==> src/rtl/fetch_unit_if.sv <==
// Fetch unit bus bundle: instruction-memory request/response, control
// inputs (halt, redirect) and the downstream instruction handshake.
interface fetch_unit_if #(
  parameter int PC_BITS   = 8,
  parameter int INST_BITS = 16
);
  logic                 o_mem_req;
  logic [PC_BITS-1:0]   o_mem_addr;
  logic [INST_BITS-1:0] i_mem_rdata;
  logic                 i_halt;
  logic                 i_redirect;
  logic [PC_BITS-1:0]   i_redirect_pc;
  logic                 o_inst_valid;
  logic                 i_inst_ready;
  logic [INST_BITS-1:0] o_inst;
  logic [PC_BITS-1:0]   o_inst_pc;
  logic [PC_BITS-1:0]   o_fetch_pc;

  // Fetch unit side.
  modport master (
    output o_mem_req, o_mem_addr, o_inst_valid, o_inst, o_inst_pc, o_fetch_pc,
    input  i_mem_rdata, i_halt, i_redirect, i_redirect_pc, i_inst_ready
  );

  // Memory / control / downstream side.
  modport slave (
    input  o_mem_req, o_mem_addr, o_inst_valid, o_inst, o_inst_pc, o_fetch_pc,
    output i_mem_rdata, i_halt, i_redirect, i_redirect_pc, i_inst_ready
  );
endinterface

==> src/rtl/fetch_unit.sv <==
// Instruction fetch unit: credit-based requests to a 1-cycle-latency memory,
// 2-entry {pc, inst} FIFO towards decode, halt and redirect handling.
module fetch_unit #(
  parameter int                 PC_BITS   = 8,
  parameter int                 INST_BITS = 16,
  parameter logic [PC_BITS-1:0] RESET_PC  = '0
) (
  input logic        i_clk,
  input logic        i_rst,
  fetch_unit_if.master bus
);

  localparam logic [1:0] S_RUN    = 2'd0;
  localparam logic [1:0] S_HALTED = 2'd1;
  localparam logic [1:0] S_REDIR  = 2'd2;

  logic [1:0]           state_q, state_d;
  logic [PC_BITS-1:0]   fetch_pc_q, fetch_pc_d;
  logic                 inflight_q, inflight_d;
  logic [PC_BITS-1:0]   inflight_pc_q, inflight_pc_d;
  logic [1:0]           count_q, count_d;
  logic                 rd_ptr_q, rd_ptr_d;
  logic                 wr_ptr_q, wr_ptr_d;
  logic [PC_BITS-1:0]   fifo_pc_q   [2];
  logic [INST_BITS-1:0] fifo_inst_q [2];

  logic pop;
  logic push;
  logic kill;
  logic credit_ok;
  logic mem_req;

  // A response is only ever in flight for one cycle and no request is made
  // in a redirect cycle, so the stale response always lands in the redirect
  // cycle itself; dropping it there is the whole kill mechanism.
  assign kill      = bus.i_redirect;
  assign pop       = (count_q != 2'd0) && bus.i_inst_ready;
  assign push      = inflight_q && !kill;
  assign credit_ok = ({1'b0, count_q} + {2'b00, inflight_q}) < (3'd2 + {2'b00, pop});
  assign mem_req   = !i_rst && !bus.i_redirect && (state_q == S_RUN) && credit_ok;

  // Next-state logic for PC, in-flight tracking, FIFO pointers and FSM.
  always_comb begin
    // NOTE: every variable gets a default first so no path leaves it unassigned,
    // which would otherwise infer a latch.
    state_d       = state_q;
    fetch_pc_d    = fetch_pc_q;
    inflight_d    = mem_req;
    inflight_pc_d = inflight_pc_q;
    count_d       = count_q;
    rd_ptr_d      = rd_ptr_q;
    wr_ptr_d      = wr_ptr_q;

    if (mem_req) begin
      fetch_pc_d    = fetch_pc_q + PC_BITS'(1);
      inflight_pc_d = fetch_pc_q;
    end

    if (bus.i_redirect) begin
      // Any pop this cycle has already been taken by downstream; then flush.
      fetch_pc_d = bus.i_redirect_pc;
      count_d    = 2'd0;
      rd_ptr_d   = 1'b0;
      wr_ptr_d   = 1'b0;
    end else begin
      if (push) wr_ptr_d = ~wr_ptr_q;
      if (pop)  rd_ptr_d = ~rd_ptr_q;
      count_d = count_q + {1'b0, push} - {1'b0, pop};
    end

    if (bus.i_redirect) begin
      state_d = S_REDIR;
    end else begin
      case (state_q)
        S_RUN:    if (bus.i_halt)  state_d = S_HALTED;
        S_HALTED: if (!bus.i_halt) state_d = S_RUN;
        S_REDIR:  state_d = bus.i_halt ? S_HALTED : S_RUN;
        default:  state_d = S_RUN;
      endcase
    end
  end

  // Control state registers with synchronous reset.
  always_ff @(posedge i_clk) begin
    // NOTE: sequential state uses non-blocking assignments so every register
    // samples pre-edge values regardless of block ordering.
    if (i_rst) begin
      state_q       <= S_RUN;
      fetch_pc_q    <= RESET_PC;
      inflight_q    <= 1'b0;
      inflight_pc_q <= '0;
      count_q       <= 2'd0;
      rd_ptr_q      <= 1'b0;
      wr_ptr_q      <= 1'b0;
    end else begin
      state_q       <= state_d;
      fetch_pc_q    <= fetch_pc_d;
      inflight_q    <= inflight_d;
      inflight_pc_q <= inflight_pc_d;
      count_q       <= count_d;
      rd_ptr_q      <= rd_ptr_d;
      wr_ptr_q      <= wr_ptr_d;
    end
  end

  // FIFO storage write: capture the landing response.
  always_ff @(posedge i_clk) begin
    // NOTE: storage is not reset; count_q gates every read, so stale entries
    // are never visible and the array can map onto plain flops/RAM.
    if (push) begin
      fifo_pc_q[wr_ptr_q]   <= inflight_pc_q;
      fifo_inst_q[wr_ptr_q] <= bus.i_mem_rdata;
    end
  end

  // The credit rule keeps occupancy + in-flight <= 2, so this never fires.
  a_no_overflow: assert property (@(posedge i_clk) disable iff (i_rst)
    !(push && !pop && (count_q == 2'd2)));

  assign bus.o_mem_req    = mem_req;
  assign bus.o_mem_addr   = fetch_pc_q;
  assign bus.o_fetch_pc   = fetch_pc_q;
  assign bus.o_inst_valid = (count_q != 2'd0);
  assign bus.o_inst       = (count_q != 2'd0) ? fifo_inst_q[rd_ptr_q] : '0;
  assign bus.o_inst_pc    = (count_q != 2'd0) ? fifo_pc_q[rd_ptr_q]   : '0;

endmodule

==> src/flat_wrapper.sv <==
// flat-port wrapper written by rule: the top's interface ports become plain ports
module fetch_unit_flat 
#(
  parameter int                 PC_BITS   = 8,
  parameter int                 INST_BITS = 16,
  parameter logic [PC_BITS-1:0] RESET_PC  = '0
)
  (i_clk, i_rst, bus_o_mem_req, bus_o_mem_addr, bus_o_inst_valid, bus_o_inst, bus_o_inst_pc, bus_o_fetch_pc, bus_i_mem_rdata, bus_i_halt, bus_i_redirect, bus_i_redirect_pc, bus_i_inst_ready);
  fetch_unit_if #(.PC_BITS(PC_BITS), .INST_BITS(INST_BITS)) bus_i ();
  input logic i_clk;
  input logic i_rst;
  output wire logic [$bits(bus_i.o_mem_req)-1:0] bus_o_mem_req;
  output wire logic [$bits(bus_i.o_mem_addr)-1:0] bus_o_mem_addr;
  output wire logic [$bits(bus_i.o_inst_valid)-1:0] bus_o_inst_valid;
  output wire logic [$bits(bus_i.o_inst)-1:0] bus_o_inst;
  output wire logic [$bits(bus_i.o_inst_pc)-1:0] bus_o_inst_pc;
  output wire logic [$bits(bus_i.o_fetch_pc)-1:0] bus_o_fetch_pc;
  input wire logic [$bits(bus_i.i_mem_rdata)-1:0] bus_i_mem_rdata;
  input wire logic [$bits(bus_i.i_halt)-1:0] bus_i_halt;
  input wire logic [$bits(bus_i.i_redirect)-1:0] bus_i_redirect;
  input wire logic [$bits(bus_i.i_redirect_pc)-1:0] bus_i_redirect_pc;
  input wire logic [$bits(bus_i.i_inst_ready)-1:0] bus_i_inst_ready;
  assign bus_o_mem_req = bus_i.o_mem_req;
  assign bus_o_mem_addr = bus_i.o_mem_addr;
  assign bus_o_inst_valid = bus_i.o_inst_valid;
  assign bus_o_inst = bus_i.o_inst;
  assign bus_o_inst_pc = bus_i.o_inst_pc;
  assign bus_o_fetch_pc = bus_i.o_fetch_pc;
  assign bus_i.i_mem_rdata = bus_i_mem_rdata;
  assign bus_i.i_halt = bus_i_halt;
  assign bus_i.i_redirect = bus_i_redirect;
  assign bus_i.i_redirect_pc = bus_i_redirect_pc;
  assign bus_i.i_inst_ready = bus_i_inst_ready;
  fetch_unit #(.PC_BITS(PC_BITS), .INST_BITS(INST_BITS), .RESET_PC(RESET_PC)) u_core (.i_clk(i_clk), .i_rst(i_rst), .bus(bus_i));
endmodule
==> config.mk <==
export PLATFORM = sky130hd
export DESIGN_NAME = fetch_unit_flat
export DESIGN_NICKNAME = d
export VERILOG_FILES = /design/src/rtl/fetch_unit_if.sv /design/src/rtl/fetch_unit.sv /design/src/flat_wrapper.sv
export SDC_FILE = /design/constraint.sdc
export NUM_CORES = 1
export LEC_CHECK = 0
export ABC_CLOCK_PERIOD_IN_PS = 3600
export CELL_PAD_IN_SITES_DETAIL_PLACEMENT = 1
export CELL_PAD_IN_SITES_GLOBAL_PLACEMENT = 1
export CORE_ASPECT_RATIO = 0.75
export CORE_MARGIN = 2
export CORE_UTILIZATION = 40
export CTS_BUF_LIST = sky130_fd_sc_hd__clkbuf_4
export DETAILED_ROUTE_END_ITERATION = 12
export PLACE_DENSITY = 0.8
export SYNTH_ARGS = -nofsm -noshare
export SYNTH_HDL_FRONTEND = slang
export SYNTH_SLANG_ARGS = --single-unit
==> constraint.sdc <==
create_clock -name i_clk -period 3.6 [get_ports i_clk]
set_input_delay 0.9 -clock i_clk [delete_from_list [all_inputs] [get_ports i_clk]]
set_output_delay 0.9 -clock i_clk [all_outputs]
set_load 0.02 [all_outputs]
* Word-level counts from Yosys, hierarchy flattened *
Memories as Yosys holds them, arrays and structs flattened. A register that Yosys moved wholly into a read port is not among the register bits.
Cells that the tools add are included.

cells by class
  muxes and demuxes = 15
  $add $sub $neg = 5
  eq/ne operators = 6
  bitwise gates (word level) = 2
  reduce and logical (&&, ||, !) cells = 13
  magnitude comparators = 1

operator list
  kind                                                 number
  two-way mux 8 bit                                    3
  two-way mux 16 bit                                   1
  adder 8 x 1 -> 8 bit, second input constant          1
  two-way mux 1 bit                                    7
  two-way mux 2 bit                                    3
  inequality test 3 bit, second input constant         2
  one-hot mux 2 bit (3 select lines)                   1
  logical AND 1 bit                                    5
  inequality test 2 bit, second input constant         2
  AND reduction 2 bit                                  2
  nonzero test 2 bit                                   2
  adder 2 x 1 -> 3 bit                                 1
  adder 2 x 1 -> 3 bit, first input constant           1
  < comparator 3 bit                                   1
  adder 2 x 1 -> 2 bit                                 1
  equality test 2 x 1 -> 1 bit, second input constant  1
  equality test 2 bit, second input constant           1
  zero test 1 bit                                      2
  zero test 2 bit                                      1
  inverter 1 bit                                       2
  OR reduction 2 bit                                   1
  subtractor 2 x 1 -> 2 bit                            1

storage, ports and cells
  bits in writable memories = 48
  bits in registers = 23
  logic and storage cells = 52
  input port bits = 29
  memories kept = 2

memory list
  memory              words  bits a word  rd ports  clocked after Yosys merged registers in  write ports  line              RTL
  u_core.fifo_inst_q  2      16           1         1                                        1            fetch_unit.sv:25  logic [INST_BITS-1:0] fifo_inst_q [2];
  u_core.fifo_pc_q    2      8            1         1                                        1            fetch_unit.sv:24  logic [PC_BITS-1:0] fifo_pc_q [2];

* Depth between registers and ports, before layout *
  word-level depth = 7
  mapped depth = 8
  mapped depth without buffers = 8

* Worst setup path after synthesis *
Ideal clock, no wire load.

  kind = input to output
  start point = in bus_i_redirect
  end point = out bus_o_mem_req
  buffers on the path = 2
  arrival = 2.139 ns
  setup slack = 0.561 ns
  cell stages on the path = 5
  cell sequence = or2_1 buf_2 or4_4 buf_6 nor2_1

on the way
  cells in the longest elaborated chain, start to end = 4

ends and longest elaborated chain
  what                             line                RTL
  from (decl)                      flat_wrapper.sv:20  input wire logic [$bits(bus_i.i_redirect)-1:0] bus_i_redirect;
  zero test 1 bit                  fetch_unit.sv:40    assign mem_req = !i_rst && !bus.i_redirect && (state_q == S_RUN) && credit_ok;
  logical AND 1 bit (3 in series)  fetch_unit.sv:40
  to (decl)                        flat_wrapper.sv:12  output wire logic [$bits(bus_i.o_mem_req)-1:0] bus_o_mem_req;

No other way between the ends.

* Worst setup path in the final report *
Same ends and word-level chain as after synthesis.

==> results.md <==
- Final wirelength: between 6 and 7 mm
- Comb pwr share: approximately 10%
- Pins Over Slew Limit: 0
- Overflow left after global routing: 0
- R2R Setup Slk: 1.25 ns
- Met2 wire len: 3.295 mm
- Clock power frac: between 30% and 40%
- Number of global-route vias before repair: 2309
- Crit Path Class: in -> out
- # setup viols final: 0
- RSZ-0062 raised after global routing: false
- Count of max-cap constraint violations: 0
- Via count: around 2200
- Internal: around 1.3 mW
- Register area: 0.001922 mm2
- Post-route ant nets: 0
- #FFs+latches synth: 72
- Critical Path RT: 2.70 ns
- Std cell rows: 27
- First-pass GRT wire length: 11.18 mm
- Initial Util: between 40% and 50%
- Syn-to-layout area delta: 32.39%
- DP Worst Slack: -0.03685 ns
- Synth Flop Type: edfxtp_1
- DRC errors left: 0
- Terminus of the critical flop-to-flop path: u_core.bus.o_fetch_pc[4]$_SDFFE_PP0P_
- Chip Height: 79.02 um
- Initial drt markers: 87
- Synth top area cells: edfxtp_1 48%, dfxtp_1 16%, mux2i_1 8.0%, nor2_1 4.6%, ha_1 2.1%
- HP Start: u_core.inflight_pc_q[7]$_SDFFE_PP0P_
- Net Sw Frac: 22.48%
- Peak VDD IR: 0.2251 mV
- Register area share after synthesis: between 60 and 70%
- CP Launch Type: input port
- Crit path arrival time: about 2.5 ns
- Initial antenna violation count: 0
- Final WS setup: 0.2359 ns
- Worst slew margin relative to its limit: 71.48%
- Hold Path Stages: 0
- # diodes: 0
- Vias per cell: 5.149
- Leak: 1.358 nW
- Clk_lat worst skew: 0.40 ns
- Syn. warnings: 0
- CTS Buffer Depth: 2
- Synth Cell Area: around 0.0030 mm2
- Top cell type's share of synthesized area: 48.02%
- Mapped Avg Cell Area: about 12 um2
- Routed wl met3: about 310 um
- Final instance area: ~0.0040 mm2
- Hold WC Path Type: reg -> reg
- Tcrit/Tclk final: 93.45%
- IO Pins: 71
- Status: finished, final reports clean
- Crit. End Element: output pin
- CTS Root Cell: clkbuf_4
- Crit path from: bus_i_redirect
- Post-route minimum period: 3.364 ns
- Routability cong.: 0.7716
- Total power: 1.652 mW
- Pwr dens: 415.8 mW/mm2
- Hold Path End: u_core.fifo_pc_q[1][7]$_DFFE_PP_
- Register share of total power: a little under three fifths
- NetSw: roughly 370 uW
- Postcts setup bufs: 0
- Post-DP HPWL: 4.734 mm
- Cell taking the most area after synthesis: edfxtp_1
- Multi-input logic area: 939.7 um2
- Syn_nets: 279
- Pin count of the biggest net entering global routing: 26
- IO buf count: 70
- Commonest non-fill, non-tap cell in the layout: clkdlybuf4s50_1
- Worst slew pin tran: roughly 0.43 ns
- Reg-to-Reg Start: u_core.count_q[0]$_SDFF_PP0_
- Util after Layout: 54.46%
- Die Wd: 104.0 um
- Crit-path max FO: 2
- Post-DP Area: 0.003812 mm2
- Total GRT Usage: 17.68%
- Core area: 0.007297 mm2
- Reg2Reg Depth: 6
- Dpl cells: 406
- Clock skew: 0.01323 ns
- Pre-antenna DRT Iters: 4
- Die area: 0.008220 mm2
- Synth Instances: 245
- Layout net count: 350
- Netlist cell types: 34
- Layout cells sized above 1: 9.969%
- # fillers: 803
- Worst hold slack: 0.4628 ns
- CTS tree: yes
- Final Hold Viols: 0
- Wirelength per Cell: 16.46 um
- Setup TNS: 0 ns
- Top sig layer: met4
- Commonest non-fill, non-tap cells in the layout: 69 x clkdlybuf4s50_1, 48 x edfxtp_1, 36 x nor2_1
- Post-synth EDFFs: 48
- Clock H-tree levels: 3
- Ys async rst share: 0%
- CTS sink cnt: 72
- Post-route insts no fill: 422
- TritonCTS Buffers: 9
- Clk slew on worst S/H paths: 0.12 ns
- WL met1: 3.305 mm
- Fmax: 0.2973 GHz
-- logic make-up (layout without fill, tap and decap cells) --
kind of cell,Yosys count,after routing,synth area share (%)
AO/OA/AOI/OAI,36,36,7.879
XOR/XNOR,5,5,1.459
adder cells (fa/ha/maj),5,5,2.084
buffers and inverters,30,106,5.044
flip-flops,72,72,64.03
multiplexers,24,24,8.003
AND/OR/NAND/NOR,73,73,11.50
-- registers in the layout, summed over array words and instances, names as in the netlist, named ones only --
signal                 count
u_core.inflight_q          1
u_core.inflight_pc_q       8
u_core.count_q             2
u_core.fifo_inst_q        32
u_core.rd_ptr_q            1
u_core.wr_ptr_q            1
u_core.fifo_pc_q          16
u_core.state_q             2
u_core.bus.o_fetch_pc      8
-- per-layer routing --
| metal | GRT usage [%] | vias to the layer above |
|---|---|---|
| met5 | 0 | - |
| met4 | 4.459 | 0 |
| met3 | 5.501 | 5 |
| met2 | 29.47 | 63 |
| met1 | 22.71 | 1074 |
| li1 | - | 1031 |
-- worst max path at each step --
stage / end / cells after the start
2_1_floorplan: bus_o_mem_req / 5
3_3_place_gp: bus_o_mem_req / 5
3_5_place_dp: bus_o_mem_req / 5
4_1_cts: bus_o_mem_req / 5
5_1_grt: bus_o_mem_req / 5
6_report: bus_o_mem_req / 5
-- cell usage after synthesis, types with 2 or more instances --
master / count
o31ai_1: 2
ha_1: 5
xnor2_1: 3
a31oi_1: 2
and3_1: 3
a2111oi_0: 3
or4_1: 4
nor2b_1: 3
mux2i_1: 24
and2_1: 4
nand4_1: 2
dfxtp_1: 24
buf_4: 8
a41oi_1: 2
edfxtp_1: 48
nor2_1: 37
o211ai_1: 3
xor2_1: 2
o21ai_0: 10
a311oi_1: 3
clkbuf_1: 13
inv_1: 6
a21oi_1: 8
nand2_1: 6
nand3_1: 11
-- worst max-delay path: stages --
cell	delay, ns
clkdlybuf4s50_1	0.42
or2_1	0.25
or4_4	0.42
nor2_1	0.13
dlygate4sd2_1	0.35
-- area by class of cell --
class	instances	area share [%]
clock buffer	11	2.078
clock inverter	5	2.015
inverter	7	0.6612
multi-input combinational	143	23.65
sequential	72	48.36
tap	101	3.180
timing repair buffer	83	20.06
-- power by group through the flow --
stage	Sequential, mW	Clock [mW]	Combinational, mW
detailed placement	0.936	0	0.167
finish	0.917	0.570	0.165
global route	0.921	0.624	0.178
CTS	0.917	0.594	0.167
global placement	0.935	0	0.161
floorplan	0.938	0	0.0763
-- timing repair --
| item | CTS | global route |
|---|---|---|
| setup endpoints to repair | 1 | 0 |
| gates resized for setup | 1 | 0 |
| endpoints found under the hold margin | 0 | 0 |
| hold buffers | 0 | 0 |
No activity file was read; power rests on OpenSTA's default activity.
